$ cat src/rtl/cpu_types_pkg.sv
// Core-wide scalar types shared by every pipeline stage.
package cpu_types_pkg;

    typedef logic [31:0] word_t;

endpackage

$ cat src/rtl/diaosi_types_pkg.sv
// Control enums for the fetch stage: redirect select and fetch FSM states.
package diaosi_types_pkg;

    typedef enum logic [1:0] {
        PC_NEXT = 2'd0,
        PC_BR   = 2'd1,
        PC_JUMP = 2'd2,
        PC_JR   = 2'd3
    } PCSrc_t;

    typedef enum logic [1:0] {
        RUN        = 2'd0,
        REDIR_PEND = 2'd1,
        HALTED     = 2'd2
    } fetch_state_t;

endpackage

$ cat src/rtl/fetch_stage_if.sv
// Fetch stage boundary: hazard controls, redirects, icache port and IF/ID contents.
interface fetch_stage_if;
    import cpu_types_pkg::*;
    import diaosi_types_pkg::*;

    logic   pc_en;
    logic   id_en;
    logic   flushed;
    PCSrc_t pc_src;
    word_t  br_target;
    word_t  jmp_target;
    word_t  jr_target;
    logic   halt;
    logic   ihit;
    word_t  iload;
    logic   imemREN;
    word_t  imemaddr;
    word_t  ifid_instr;
    word_t  ifid_npc;
    logic   ifid_valid;

    modport fs (
        input  pc_en, id_en, flushed, pc_src, br_target, jmp_target, jr_target,
        input  halt, ihit, iload,
        output imemREN, imemaddr, ifid_instr, ifid_npc, ifid_valid
    );

    modport tb (
        output pc_en, id_en, flushed, pc_src, br_target, jmp_target, jr_target,
        output halt, ihit, iload,
        input  imemREN, imemaddr, ifid_instr, ifid_npc, ifid_valid
    );

endinterface

$ cat src/rtl/fetch_stage_pc.sv
// Program counter and fetch FSM: sequential advance, redirects held across
// icache misses, and a sticky halt that only reset clears.
module fetch_stage_pc
    import cpu_types_pkg::*;
    import diaosi_types_pkg::*;
#(
    parameter word_t PC_INIT = 32'h0000_0000
) (
    input  logic         CLK,
    input  logic         RST,
    input  logic         pc_en,
    input  logic         halt,
    input  logic         ihit,
    input  PCSrc_t       pc_src,
    input  word_t        br_target,
    input  word_t        jmp_target,
    input  word_t        jr_target,
    output word_t        pc,
    output fetch_state_t state,
    output logic         imem_ren
);

    fetch_state_t state_q, state_d;
    word_t        pc_q, pc_d;
    word_t        pend_q, pend_d;
    logic         imem_ren_q, imem_ren_d;
    word_t        target;
    logic         redirect;

    always_comb begin
        redirect = (pc_src != PC_NEXT);
        unique case (pc_src)
            PC_BR:   target = br_target;
            PC_JUMP: target = jmp_target;
            PC_JR:   target = jr_target;
            default: target = pc_q;
        endcase
    end

    // Halt outranks redirects and advance; a miss parks the redirect in pend.
    always_comb begin
        state_d = state_q;
        pc_d    = pc_q;
        pend_d  = pend_q;
        case (state_q)
            RUN: begin
                if (halt) begin
                    state_d = HALTED;
                end else if (redirect) begin
                    if (ihit) begin
                        pc_d = target;
                    end else begin
                        pend_d  = target;
                        state_d = REDIR_PEND;
                    end
                end else if (pc_en && ihit) begin
                    pc_d = pc_q + 32'd4;
                end
            end
            REDIR_PEND: begin
                if (halt) begin
                    state_d = HALTED;
                end else if (ihit) begin
                    pc_d    = redirect ? target : pend_q;
                    state_d = RUN;
                end else if (redirect) begin
                    pend_d = target;
                end
            end
            HALTED: begin
                state_d = HALTED;
            end
            default: begin
                state_d = RUN;
            end
        endcase
        imem_ren_d = (state_d != HALTED);
    end

    always_ff @(posedge CLK) begin
        if (RST) begin
            state_q    <= RUN;
            pc_q       <= PC_INIT;
            pend_q     <= 32'h0;
            imem_ren_q <= 1'b1;
        end else begin
            state_q    <= state_d;
            pc_q       <= pc_d;
            pend_q     <= pend_d;
            imem_ren_q <= imem_ren_d;
        end
    end

    assign pc       = pc_q;
    assign state    = state_q;
    assign imem_ren = imem_ren_q;

endmodule

$ cat src/rtl/fetch_stage.sv
// Instruction fetch stage: PC/FSM sub-block plus the IF/ID pipeline latch.
module fetch_stage
    import cpu_types_pkg::*;
    import diaosi_types_pkg::*;
#(
    parameter word_t PC_INIT = 32'h0000_0000
) (
    input logic        CLK,
    input logic        RST,
    fetch_stage_if.fs  bus
);

    word_t        pc;
    fetch_state_t state;
    logic         imem_ren;

    word_t ifid_instr_q, ifid_instr_d;
    word_t ifid_npc_q, ifid_npc_d;
    logic  ifid_valid_q, ifid_valid_d;

    fetch_stage_pc #(.PC_INIT(PC_INIT)) u_pc (
        .CLK        (CLK),
        .RST        (RST),
        .pc_en      (bus.pc_en),
        .halt       (bus.halt),
        .ihit       (bus.ihit),
        .pc_src     (bus.pc_src),
        .br_target  (bus.br_target),
        .jmp_target (bus.jmp_target),
        .jr_target  (bus.jr_target),
        .pc         (pc),
        .state      (state),
        .imem_ren   (imem_ren)
    );

    // Only a clean hit in RUN with no redirect delivers a real instruction.
    always_comb begin
        ifid_instr_d = ifid_instr_q;
        ifid_npc_d   = ifid_npc_q;
        ifid_valid_d = ifid_valid_q;
        if (bus.flushed) begin
            ifid_instr_d = 32'h0;
            ifid_npc_d   = 32'h0;
            ifid_valid_d = 1'b0;
        end else if (bus.id_en) begin
            if ((state == RUN) && bus.ihit && (bus.pc_src == PC_NEXT)) begin
                ifid_instr_d = bus.iload;
                ifid_npc_d   = pc + 32'd4;
                ifid_valid_d = 1'b1;
            end else begin
                ifid_instr_d = 32'h0;
                ifid_npc_d   = 32'h0;
                ifid_valid_d = 1'b0;
            end
        end
    end

    always_ff @(posedge CLK) begin
        if (RST) begin
            ifid_instr_q <= 32'h0;
            ifid_npc_q   <= 32'h0;
            ifid_valid_q <= 1'b0;
        end else begin
            ifid_instr_q <= ifid_instr_d;
            ifid_npc_q   <= ifid_npc_d;
            ifid_valid_q <= ifid_valid_d;
        end
    end

    assign bus.imemaddr   = pc;
    assign bus.imemREN    = imem_ren;
    assign bus.ifid_instr = ifid_instr_q;
    assign bus.ifid_npc   = ifid_npc_q;
    assign bus.ifid_valid = ifid_valid_q;

endmodule
$ cat src/flat_wrapper.sv
// flat-port wrapper written by rule: the top's interface ports become plain ports
module fetch_stage_flat import cpu_types_pkg::*; import diaosi_types_pkg::*;
#(
    parameter word_t PC_INIT = 32'h0000_0000
)
  (CLK, RST, bus_pc_en, bus_id_en, bus_flushed, bus_pc_src, bus_br_target, bus_jmp_target, bus_jr_target, bus_halt, bus_ihit, bus_iload, bus_imemREN, bus_imemaddr, bus_ifid_instr, bus_ifid_npc, bus_ifid_valid);
  fetch_stage_if bus_i ();
  input logic CLK;
  input logic RST;
  input wire logic [$bits(bus_i.pc_en)-1:0] bus_pc_en;
  input wire logic [$bits(bus_i.id_en)-1:0] bus_id_en;
  input wire logic [$bits(bus_i.flushed)-1:0] bus_flushed;
  input wire logic [$bits(bus_i.pc_src)-1:0] bus_pc_src;
  input wire logic [$bits(bus_i.br_target)-1:0] bus_br_target;
  input wire logic [$bits(bus_i.jmp_target)-1:0] bus_jmp_target;
  input wire logic [$bits(bus_i.jr_target)-1:0] bus_jr_target;
  input wire logic [$bits(bus_i.halt)-1:0] bus_halt;
  input wire logic [$bits(bus_i.ihit)-1:0] bus_ihit;
  input wire logic [$bits(bus_i.iload)-1:0] bus_iload;
  output wire logic [$bits(bus_i.imemREN)-1:0] bus_imemREN;
  output wire logic [$bits(bus_i.imemaddr)-1:0] bus_imemaddr;
  output wire logic [$bits(bus_i.ifid_instr)-1:0] bus_ifid_instr;
  output wire logic [$bits(bus_i.ifid_npc)-1:0] bus_ifid_npc;
  output wire logic [$bits(bus_i.ifid_valid)-1:0] bus_ifid_valid;
  assign bus_i.pc_en = bus_pc_en;
  assign bus_i.id_en = bus_id_en;
  assign bus_i.flushed = bus_flushed;
  assign bus_i.pc_src = bus_pc_src;
  assign bus_i.br_target = bus_br_target;
  assign bus_i.jmp_target = bus_jmp_target;
  assign bus_i.jr_target = bus_jr_target;
  assign bus_i.halt = bus_halt;
  assign bus_i.ihit = bus_ihit;
  assign bus_i.iload = bus_iload;
  assign bus_imemREN = bus_i.imemREN;
  assign bus_imemaddr = bus_i.imemaddr;
  assign bus_ifid_instr = bus_i.ifid_instr;
  assign bus_ifid_npc = bus_i.ifid_npc;
  assign bus_ifid_valid = bus_i.ifid_valid;
  fetch_stage #(.PC_INIT(PC_INIT)) u_core (.CLK(CLK), .RST(RST), .bus(bus_i));
endmodule
$ cat config.mk
export PLATFORM = sky130hd
export DESIGN_NAME = fetch_stage_flat
export DESIGN_NICKNAME = d
export VERILOG_FILES = /design/src/rtl/cpu_types_pkg.sv /design/src/rtl/diaosi_types_pkg.sv /design/src/rtl/fetch_stage_if.sv /design/src/rtl/fetch_stage_pc.sv /design/src/rtl/fetch_stage.sv /design/src/flat_wrapper.sv
export SDC_FILE = /design/constraint.sdc
export NUM_CORES = 1
export LEC_CHECK = 0
export ABC_AREA = 1
export CORE_ASPECT_RATIO = 0.75
export CORE_MARGIN = 2
export CORE_UTILIZATION = 47
export CTS_CLUSTER_DIAMETER = 50
export CTS_CLUSTER_SIZE = 12
export DETAILED_ROUTE_END_ITERATION = 16
export HOLD_SLACK_MARGIN = 0.12
export PLACE_DENSITY_LB_ADDON = 0.2
export REMOVE_ABC_BUFFERS = 1
export SETUP_SLACK_MARGIN = 0.15
export SLEW_MARGIN = 10
export SYNTH_ARGS = -nofsm -noshare
export SYNTH_HDL_FRONTEND = slang
export SYNTH_SLANG_ARGS = --single-unit
export TNS_END_PERCENT = 5
$ cat constraint.sdc
create_clock -name CLK -period 2.3 [get_ports CLK]
set_clock_uncertainty 0.2 [all_clocks]
set_input_delay 0.23 -clock CLK [delete_from_list [all_inputs] [get_ports CLK]]
set_output_delay 0.23 -clock CLK [all_outputs]
set_load 0.1 [all_outputs]
==> metrics.txt <==
# TYPE chip_impl_metric gauge
chip_impl_metric{name="ir_worst_vdd",unit="mV"} 0.470
chip_impl_metric{name="fill_cells",unit=""} 1295
chip_impl_metric{name="period_minus_slack",unit="ns"} 2.11
chip_impl_metric{name="grt_overflow",unit=""} 0
chip_impl_metric{name="cap_violations",unit=""} 0
chip_impl_metric{name="antenna_violating_nets_post_route",unit=""} 0
chip_impl_metric{name="routed-wl-met3",unit="um"} 2270
chip_impl_metric{name="detail_route.wirelength",unit="um"} 24200
chip_impl_metric{name="die_area",unit="mm2"} 0.0162
chip_impl_metric{name="yosysTopAreaCellShare",unit="%"} 37.1
chip_impl_metric{name="groute.usage.overall",unit="%"} 30.0
chip_impl_info{name="rsz0062_at_grt",value="yes"} 1
chip_impl_metric{name="wire_length_of_the_first_global_routing_pass",unit="um"} 39900
chip_impl_metric{name="fin_crit_sh",unit="%"} 91.6
chip_impl_metric{name="insertion_delay",unit="ns"} 0.43
chip_impl_metric{name="p_per_area",unit="mW/mm2"} 657
chip_impl_metric{name="detail_route.wirelength.met1",unit="um"} 10700
chip_impl_metric{name="numCtsBuffers",unit=""} 17
chip_impl_metric{name="critPathArrivalTime",unit="ns"} 2.26
chip_impl_metric{name="required",unit="ns"} 2.45
chip_impl_metric{name="antenna_violations_before_repair",unit=""} 0
chip_impl_info{name="tritoncts_clock_tree",value="done"} 1
chip_impl_metric{name="layout-drive-gt1-share",unit="%"} 13.3
chip_impl_metric{name="average_instance_area_after_synthesis",unit="um2"} 6.18
chip_impl_metric{name="number_of_standard_cells_after_synthesis",unit=""} 1154
chip_impl_info{name="highest_layer",value="met4"} 1
chip_impl_metric{name="critical_path.max_fanout",unit=""} 6
chip_impl_metric{name="drc",unit=""} 0
chip_impl_metric{name="drt_first_iter_violations",unit=""} 698
chip_impl_metric{name="routabilityCongestion",unit=""} 0.935
chip_impl_metric{name="die_h",unit="um"} 111
chip_impl_metric{name="route.met2.wl",unit="um"} 10900
chip_impl_metric{name="htree_levels",unit=""} 4
chip_impl_metric{name="final_hold_viol_count",unit=""} 0
chip_impl_info{name="hold_class",value="in2reg"} 1
chip_impl_info{name="synth_top_cell_by_area",value="sky130_fd_sc_hd__dfxtp_1"} 1
chip_impl_metric{name="yosys_warnings",unit=""} 0
chip_impl_info{name="type_of_the_setup_path_with_the_least_slack",value="reg2reg"} 1
chip_impl_metric{name="floorplan.io_pins",unit=""} 235
chip_impl_metric{name="area.sequential",unit="mm2"} 0.00264
chip_impl_metric{name="detailedPlacementHpwl",unit="um"} 16900
chip_impl_info{name="critical_path.startpoint_type",value="flip-flop"} 1
chip_impl_metric{name="timing_worst_slew_pin_value",unit="ns"} 0.641
chip_impl_metric{name="areaGrowthSynthToFinish",unit="%"} 43.1
chip_impl_metric{name="post-place-ws",unit="ns"} -0.0233
chip_impl_metric{name="nets",unit=""} 1513
chip_impl_metric{name="average_via_count_per_standard_cell",unit=""} 5.26
chip_impl_metric{name="cts.repair_timing.setup_buffer_count",unit=""} 0
chip_impl_metric{name="diodes",unit=""} 0
chip_impl_metric{name="port-buffer-count",unit=""} 234
chip_impl_metric{name="vias_in_the_first_global_route",unit=""} 7961
chip_impl_metric{name="initial_utilization",unit="%"} 48.7
chip_impl_metric{name="area_taken_by_multi_input_logic_gates",unit="mm2"} 0.00387
chip_impl_metric{name="cts.hold.buffers_added",unit=""} 0
chip_impl_metric{name="cts.reportedPaths.clkPinSlew",unit="ns"} 0.06
chip_impl_metric{name="coreArea",unit="mm2"} 0.0146
chip_impl_metric{name="final_critical_path_setup_slack",unit="ns"} 0.193
chip_impl_info{name="crit_end_category",value="flip-flop"} 1
chip_impl_metric{name="clock_sinks",unit=""} 132
chip_impl_metric{name="routed_wire_length_per_instance",unit="um"} 15.2
chip_impl_info{name="run_status",value="completed"} 1
chip_impl_metric{name="totalPowerFinal",unit="mW"} 6.70
chip_impl_metric{name="dr_total_vias",unit=""} 8354
chip_impl_metric{name="yosysUniqueCellTypes",unit=""} 28
chip_impl_info{name="clock_tree.root_cell",value="sky130_fd_sc_hd__clkbuf_16"} 1
chip_impl_metric{name="timing_max_transition_violations_final",unit=""} 0
chip_impl_metric{name="first_pass_iters",unit=""} 6
chip_impl_metric{name="floorplan.die.width",unit="um"} 146
chip_impl_metric{name="ys_seq_elements",unit=""} 132
chip_impl_metric{name="max-slew-margin-rel",unit="%"} 57.2
chip_impl_metric{name="post_synth_instance_area",unit="mm2"} 0.00713
chip_impl_metric{name="p_leak",unit="nW"} 4.31
chip_impl_metric{name="maximum_root_to_sink_buffer_count",unit=""} 2
chip_impl_metric{name="maximum_number_of_pins_on_one_net_before_global_route_repair",unit=""} 63
chip_impl_metric{name="floorplan.rows",unit=""} 38
chip_impl_metric{name="setup_viol",unit=""} 0
chip_impl_info{name="yosys-top-cells-area",value="sky130_fd_sc_hd__dfxtp_1, sky130_fd_sc_hd__nand2_1, sky130_fd_sc_hd__a21oi_1"} 1
chip_impl_metric{name="timing.fmax",unit="MHz"} 474
chip_impl_metric{name="sequential_share_of_the_synthesized_area",unit="%"} 37.1
Yosys cell counts:
master,count
sky130_fd_sc_hd__nand2_1,399
sky130_fd_sc_hd__and2_1,2
sky130_fd_sc_hd__clkbuf_1,40
sky130_fd_sc_hd__a221oi_1,1
sky130_fd_sc_hd__o22ai_1,1
sky130_fd_sc_hd__a31oi_1,3
sky130_fd_sc_hd__dfxtp_1,132
sky130_fd_sc_hd__a22oi_1,2
sky130_fd_sc_hd__or2_2,1
sky130_fd_sc_hd__clkinv_1,2
sky130_fd_sc_hd__inv_1,82
sky130_fd_sc_hd__nor2_2,5
sky130_fd_sc_hd__nand2_2,3
sky130_fd_sc_hd__nand3_1,43
sky130_fd_sc_hd__buf_1,2
sky130_fd_sc_hd__nor2_4,3
sky130_fd_sc_hd__o21ai_0,97
sky130_fd_sc_hd__inv_2,4
sky130_fd_sc_hd__nor2_1,117
sky130_fd_sc_hd__nor3_1,4
sky130_fd_sc_hd__o21ai_1,7
sky130_fd_sc_hd__buf_2,20
sky130_fd_sc_hd__o21bai_1,3
sky130_fd_sc_hd__o211ai_1,20
sky130_fd_sc_hd__ha_1,1
sky130_fd_sc_hd__xor2_1,15
sky130_fd_sc_hd__a21oi_1,140
sky130_fd_sc_hd__buf_4,5
stage by stage:
stage	instance area [um2]	utilization, %	cells	TNS (ns)	hold slack (ns)
CTS	10200	69.7	1587	0	0.147
detailed placement	9590	65.5	1556	-0.0680	0.256
finish	10200	69.7	1587	0	0.157
global route	10200	69.7	1587	0	0.181
global placement	9590	65.5	1556	0	0.253
floorplan	6830	-	1087	-152.92	0.102
sequential cells by signal, indices dropped and copies added, names as in the netlist:
name / cells
u_core.bus.ifid_instr: 32
u_core.bus.ifid_npc: 32
u_core.u_pc.pc: 32
u_core.u_pc.pend_q: 32
u_core.u_pc.state: 2
u_core.bus.ifid_valid: 1
u_core.u_pc.imem_ren: 1
routing by layer:
metal	GRT usage, %	up-vias
met4	7.12	0
li1	-	4140
met5	0	-
met1	40.8	3754
met2	48.7	430
met3	6.54	30
what timing repair did:
action | in CTS | in global routing
hold endpoints to repair | 0 | 0
endpoints found under the setup margin | 0 | 12
resized for setup | 0 | 1
area by class of cell:
| cell class | count | area share [%] |
|---|---|---|
| Clock buffer | 19 | 4.44 |
| Clock inverter | 12 | 1.52 |
| Inverter | 88 | 3.24 |
| Multi-Input combinational cell | 867 | 38.0 |
| Sequential cell | 132 | 25.9 |
| Tap cell | 200 | 2.45 |
| Timing Repair Buffer | 269 | 24.5 |
worst paths after layout:
| check | from | cells past startpoint | slack (ns) | endpoint |
|---|---|---|---|---|
| worst max-delay path | u_core.u_pc.pc[8] | 9 | 0.19 | u_core.u_pc.pc[18] |
| worst min-delay path | bus_iload[22] | 3 | 0.16 | u_core.bus.ifid_instr[22] |
| worst max register to register | u_core.u_pc.pc[8] | 9 | 0.19 | u_core.u_pc.pc[18] |
| worst min register to register | u_core.bus.ifid_npc[10] | 2 | 0.26 | u_core.bus.ifid_npc[10] |
critical path, stage by stage (launching register included):
cell and delay, ns:
sky130_fd_sc_hd__dfxtp_1 0.45, sky130_fd_sc_hd__nand2_1 0.14, sky130_fd_sc_hd__nor2_1 0.20, sky130_fd_sc_hd__nand2_1 0.22
sky130_fd_sc_hd__nor2_4 0.24, sky130_fd_sc_hd__xor2_1 0.28, sky130_fd_sc_hd__nand2_1 0.08, sky130_fd_sc_hd__nand2_1 0.07
sky130_fd_sc_hd__nand2_1 0.05, sky130_fd_sc_hd__a21oi_1 0.12
layout by cell type (no fill, tap or decap), types with 2 or more instances in the layout:
| cell | netlist | routed |
|---|---|---|
| sky130_fd_sc_hd__a21oi_1 | 140 | 140 |
| sky130_fd_sc_hd__a22oi_1 | 2 | 2 |
| sky130_fd_sc_hd__a31oi_1 | 3 | 3 |
| sky130_fd_sc_hd__and2_1 | 2 | 2 |
| sky130_fd_sc_hd__buf_12 | 0 | 11 |
| sky130_fd_sc_hd__buf_4 | 5 | 122 |
| sky130_fd_sc_hd__bufinv_16 | 0 | 3 |
| sky130_fd_sc_hd__clkbuf_16 | 0 | 17 |
| sky130_fd_sc_hd__clkbuf_8 | 0 | 2 |
| sky130_fd_sc_hd__clkdlybuf4s50_1 | 0 | 136 |
| sky130_fd_sc_hd__clkinv_1 | 2 | 2 |
| sky130_fd_sc_hd__clkinv_2 | 0 | 3 |
| sky130_fd_sc_hd__clkinv_4 | 0 | 3 |
| sky130_fd_sc_hd__clkinvlp_4 | 0 | 2 |
| sky130_fd_sc_hd__dfxtp_1 | 132 | 132 |
| sky130_fd_sc_hd__inv_1 | 82 | 81 |
| sky130_fd_sc_hd__inv_2 | 4 | 5 |
| sky130_fd_sc_hd__nand2_1 | 399 | 398 |
| sky130_fd_sc_hd__nand2_2 | 3 | 4 |
| sky130_fd_sc_hd__nand3_1 | 43 | 43 |
| sky130_fd_sc_hd__nor2_1 | 117 | 115 |
| sky130_fd_sc_hd__nor2_2 | 5 | 7 |
| sky130_fd_sc_hd__nor2_4 | 3 | 3 |
| sky130_fd_sc_hd__nor3_1 | 4 | 3 |
| sky130_fd_sc_hd__o211ai_1 | 20 | 20 |
| sky130_fd_sc_hd__o21ai_0 | 97 | 97 |
| sky130_fd_sc_hd__o21ai_1 | 7 | 7 |
| sky130_fd_sc_hd__o21bai_1 | 3 | 3 |
| sky130_fd_sc_hd__xor2_1 | 15 | 15 |
cell families after synthesis:
group / after synthesis / share of synthesized area (%)
and+or+nand+nor: 577 / 31.9
DFF: 132 / 37.1
adders and majority gates: 1 / 0.175
AOI/OAI and AO/OA: 274 / 20.2
xor gates and xnor gates: 15 / 1.84
buffers and inverters: 155 / 8.78
report_power, final:
part | internal, mW | switching (mW)
Sequential | 2.38 | 0.0980
Combinational | 0.498 | 0.897
Clock | 1.76 | 1.08
Total | 4.63 | 2.07
(Power assumes the default switching activity.)
